File: src/rtl/fifo_stream_reader.sv
// fifo_stream_reader: pops an upstream FIFO with registered read data and
// re-frames the words as a valid/ready packet stream with a packet counter.
module fifo_stream_reader #(
    parameter int DATA_WIDTH = 8,
    parameter int PKT_LEN    = 4
) (
    input  logic                  clk,
    input  logic                  rst_n,
    input  logic                  fifo_empty,
    input  logic [DATA_WIDTH-1:0] fifo_data,
    output logic                  fifo_r_en,
    output logic                  m_valid,
    input  logic                  m_ready,
    output logic [DATA_WIDTH-1:0] m_data,
    output logic                  m_last,
    output logic [15:0]           pkt_count
);

    localparam int CW = (PKT_LEN > 1) ? $clog2(PKT_LEN) : 1;
    localparam logic [CW-1:0] LAST_IDX = CW'(PKT_LEN - 1);

    // Encoding doubles as the buffer occupancy.
    typedef enum logic [1:0] {
        EMPTY = 2'd0,
        ONE   = 2'd1,
        TWO   = 2'd2
    } buf_state_t;

    buf_state_t            state;
    logic                  in_flight;
    logic [DATA_WIDTH-1:0] head;
    logic [DATA_WIDTH-1:0] tail;
    logic                  valid_q;
    logic [CW-1:0]         word_idx;
    logic [15:0]           pkt_q;

    logic                  xfer;
    logic                  capture;
    logic                  at_last;
    logic [2:0]            load;

    assign xfer    = valid_q & m_ready;
    assign capture = in_flight;
    assign at_last = (word_idx == LAST_IDX);

    // Words held plus the one still on its way from the FIFO.
    assign load = {1'b0, state} + {2'b00, in_flight};

    // Pop only when the new word is guaranteed a slot on arrival.
    always_comb begin
        fifo_r_en = 1'b0;
        if (rst_n && !fifo_empty) begin
            fifo_r_en = (load <= (3'd1 + {2'b00, xfer}));
        end
    end

    assign m_valid   = valid_q;
    assign m_data    = head;
    assign m_last    = valid_q & at_last;
    assign pkt_count = pkt_q;

    // Buffer FSM, in-flight tracking and packet framing.
    always_ff @(posedge clk) begin
        if (!rst_n) begin
            state     <= EMPTY;
            in_flight <= 1'b0;
            head      <= '0;
            tail      <= '0;
            valid_q   <= 1'b0;
            word_idx  <= '0;
            pkt_q     <= '0;
        end else begin
            in_flight <= fifo_r_en;
            unique case (state)
                EMPTY: begin
                    if (capture) begin
                        head    <= fifo_data;
                        state   <= ONE;
                        valid_q <= 1'b1;
                    end
                end
                ONE: begin
                    if (capture && xfer) begin
                        head <= fifo_data;
                    end else if (capture) begin
                        tail  <= fifo_data;
                        state <= TWO;
                    end else if (xfer) begin
                        state   <= EMPTY;
                        valid_q <= 1'b0;
                    end
                end
                TWO: begin
                    if (xfer) begin
                        head  <= tail;
                        state <= ONE;
                    end
                end
                default: begin
                    state   <= EMPTY;
                    valid_q <= 1'b0;
                end
            endcase
            if (xfer) begin
                if (at_last) begin
                    word_idx <= '0;
                    pkt_q    <= pkt_q + 16'd1;
                end else begin
                    word_idx <= word_idx + 1'b1;
                end
            end
        end
    end

endmodule

File: config.mk
export PLATFORM = sky130hd
export DESIGN_NAME = fifo_stream_reader
export DESIGN_NICKNAME = d
export VERILOG_FILES = /design/src/rtl/fifo_stream_reader.sv
export SDC_FILE = /design/constraint.sdc
export NUM_CORES = 1
export LEC_CHECK = 0
export CAP_MARGIN = 0
export CORE_ASPECT_RATIO = 0.75
export CORE_UTILIZATION = 40
export DETAILED_ROUTE_END_ITERATION = 16
export GPL_ROUTABILITY_DRIVEN = 0
export GPL_TIMING_DRIVEN = 0
export PLACE_DENSITY = 0.66
export SLEW_MARGIN = 40
export SYNTH_ARGS = -nofsm -noshare
export SYNTH_HDL_FRONTEND = slang
export SYNTH_SLANG_ARGS = --single-unit
export TNS_END_PERCENT = 100
File: constraint.sdc
create_clock -name clk -period 6.32 [get_ports clk]
set_input_delay 1.264 -clock clk [delete_from_list [all_inputs] [get_ports clk]]
set_output_delay 1.264 -clock clk [all_outputs]
set_load 0.03 [all_outputs]
==> results.sh <==
export IMPL_outcome="complete, no violations"
export IMPL_yosysSeqAreaShare_pct=44.4
export IMPL_ctsResizeCount=0
export IMPL_grt_overflow=0
export IMPL_cts_buffers=5
export IMPL_tns_ns=0
export IMPL_crit_path_end_kind="output port"
export IMPL_post_cts_buffers=0
export IMPL_relSlewSlack_pct=61.7
export IMPL_worstPathArrival_ns=3.90
export IMPL_peakVddDrop_v=0.000136
export IMPL_drtPass1Iterations=4
export IMPL_worstHoldPathCells=2
export IMPL_initial_core_util_pct=42.0
export IMPL_worst_pin_slew_ns=0.574
export IMPL_hp_class="flop to flop"
export IMPL_crit_path_max_fanout=7
export IMPL_slew_viol_final=0
export IMPL_wl_per_cell_um=12.4
export IMPL_syn_to_final_growth_pct=31.6
export IMPL_required_ns=5.06
export IMPL_skew_ns=0.00693
export IMPL_critPathLaunchType="primary input"
export IMPL_die_w_um=77.6
export IMPL_crit_type="primary input to output port"
export IMPL_insertion_delay_ns=0.29
export IMPL_io_buffer_count=38
export IMPL_gr_usage_met2_pct=25.8
export IMPL_totalWireLength_um=3600
export IMPL_track_usage_pct=17.2
export IMPL_drtIter0Drc=113
export IMPL_setup_slack_ns=1.15
export IMPL_cts_tree="done"
export IMPL_gr_max_usage_layer="met2"
export IMPL_r2r_cells=6
export IMPL_cts_root_buf="clkbuf_8"
export IMPL_rsz0062_at_grt="no"
export IMPL_switchingPower_mw=0.158
export IMPL_holdBufCountCts=0
export IMPL_ys_seq_elements=38
export IMPL_cts_sinks=38
export IMPL_vias=1445
export IMPL_p_seq_share_pct=48.1
export IMPL_synthTopCellsByArea="dfxtp_1 44%, mux2i_1 9.9%, nor2_1 6.1%"
export IMPL_use_met3_pct=5.58
export IMPL_clk_path_buf_depth=2
export IMPL_via_per_inst=4.98
export IMPL_yosys_warnings=0
export IMPL_power_leakage_nw=0.922
export IMPL_drv_cap=0
export IMPL_drive_above_1_share_pct=5.53
export IMPL_core_area_mm2=0.00408
export IMPL_yosysTopAreaCellShare_pct=44.4
export IMPL_dp_hpwl_um=2580
export IMPL_synth_top_area_cell="dfxtp_1"
export IMPL_diodes=0
export IMPL_drtAntennaViolNets=0
export IMPL_grt_pass1_vias=1273
export IMPL_grt_start_max_net_pins=12
export IMPL_sw_frac_of_total_pct=28.6
export IMPL_final_area_mm2=0.00225
export IMPL_ios=39
export IMPL_yosys_cell_types_count=33
export IMPL_rows=20
export IMPL_antenna_found_initial=0
export IMPL_netlist_area_mm2=0.00171
export IMPL_place_area_mm2=0.00216
export IMPL_finalSetupViolCount=0
export IMPL_pwr_share_comb_pct=21.2
export IMPL_cellPowerDensity_mw_per_mm2=245
export IMPL_grt_use_met1_pct=24.1
export IMPL_p_int_mw=0.395
export IMPL_syn_avg_cell_area_um2=9.06
export IMPL_place_ws_ns=1.15
export IMPL_period_share_pct=81.7
export IMPL_synthCells=189
export IMPL_max_freq_mhz=194
export IMPL_die_h_um=58.7
export IMPL_nets=252
export IMPL_min_period_ns=5.17
export IMPL_syn_nets=207
export IMPL_hold_viol=0
export IMPL_path_clk_slew_ns=0.07
export IMPL_cts_htree_levels=2
export IMPL_grt_pass1_wl_um=5950
export IMPL_clockPowerShare_pct=30.7
export IMPL_die_area_mm2=0.00455
export IMPL_drc_errors=0
-- state kept, by name (all words and copies together) (netlist names) --
signal / cells
state: 2
pkt_count: 16
capture: 1
word_idx: 2
tail: 8
m_valid: 1
m_data: 8
-- power groups by stage --
| stage | logic, mW | clock network [mW] | registers [mW] |
|---|---|---|---|
| after global placement | 0.116 | 0 | 0.272 |
| after detailed placement | 0.118 | 0 | 0.272 |
| final | 0.117 | 0.170 | 0.266 |
| after CTS | 0.118 | 0.175 | 0.266 |
| after floorplan | 0.0571 | 0 | 0.289 |
| after global routing | 0.128 | 0.187 | 0.268 |
-- through the flow --
step | hold WS [ns] | util, % | total power [mW] | cells
2_1_floorplan | 0.440 | - | 0.346 | 189
3_3_place_gp | 0.449 | 53.0 | 0.388 | 282
3_5_place_dp | 0.461 | 53.0 | 0.389 | 282
4_1_cts | 0.472 | 55.2 | 0.560 | 290
5_1_grt | 0.491 | 55.2 | 0.583 | 290
6_report | 0.470 | 55.2 | 0.553 | 290
-- worst max-delay path, cell delays in order --
cell and delay (ns):
clkdlybuf4s50_1 0.59, nand2_1 0.22, inv_1 0.25, fa_1 0.47, o31a_1 0.28, a21oi_1 0.15
nor3_1 0.06, clkdlybuf4s50_1 0.61
-- cells by family (layout without fill, tap and decap cells) --
| logic type | count (synthesis) | after routing | share of synthesized area, % |
|---|---|---|---|
| AOI/OAI and AO/OA | 33 | 33 | 12.3 |
| xor gates and xnor gates | 9 | 9 | 4.60 |
| DFF | 38 | 38 | 44.4 |
| adders and majority gates | 6 | 6 | 4.82 |
| buffers and inverters | 16 | 62 | 3.65 |
| muxes | 17 | 17 | 9.93 |
| and+or+nand+nor | 70 | 70 | 20.2 |
-- final cells by class --
type	instances	area, um2
Fill cell	393	1830
Timing Repair Buffer	38	380
Clock inverter	1	5.00
Multi-Input combinational cell	135	890
Tap cell	55	68.8
Inverter	9	33.8
Sequential cell	38	761
Buffer	7	28.8
Clock buffer	7	86.3
-- synthesized netlist by cell type --
library cell / instances
a21boi_1: 1
a211oi_1: 8
clkbuf_1: 4
nor2_1: 28
o31a_1: 1
and4_1: 3
or3_2: 1
o21bai_1: 1
fa_1: 1
nor2b_1: 1
buf_1: 1
nand4_1: 3
xor2_1: 4
inv_1: 9
xnor2_1: 5
nand4_2: 1
a21oi_1: 13
mux2i_1: 17
nand3_1: 6
o22a_1: 1
o32ai_2: 1
nand2b_1: 2
or3_1: 5
and3_1: 2
dfxtp_1: 38
nand2_1: 11
buf_2: 2
or4_4: 1
o21ai_0: 6
ha_1: 5
o211ai_1: 1
nor4_1: 1
nor3_1: 5
-- routing by layer --
layer | share of wire, % | up-vias
li1 | - | 757
met1 | 52 | 651
met2 | 43 | 37
met3 | 4.7 | 0
met4 | 0 | 0
met5 | 0 | -
-- path summary, 6_finish.rpt --
| check | from | slack (ns) | to |
|---|---|---|---|
| hold / removal | word_idx[1] | 0.47 | word_idx[1] |
| setup / recovery | m_ready | 1.15 | fifo_r_en |
| hold reg to reg | word_idx[1] | 0.47 | word_idx[1] |
| setup reg to reg | m_valid | 4.30 | capture |
-- layout by cell type (no fill, tap or decap), types with 4 or more instances in the layout --
| cell | synthesis | routed |
|---|---|---|
| a21oi_1 | 13 | 13 |
| inv_1 | 9 | 9 |
| ha_1 | 5 | 5 |
| nor3_1 | 5 | 5 |
| o21ai_0 | 6 | 6 |
| mux2i_1 | 17 | 17 |
| clkbuf_8 | 0 | 6 |
| nand3_1 | 6 | 6 |
| xnor2_1 | 5 | 5 |
| nand2_1 | 11 | 11 |
| xor2_1 | 4 | 4 |
| a211oi_1 | 8 | 8 |
| dfxtp_1 | 38 | 38 |
| or3_1 | 5 | 5 |
| clkbuf_1 | 4 | 5 |
| nor2_1 | 28 | 28 |
| clkdlybuf4s50_1 | 0 | 38 |
(Power assumes the default switching activity.)
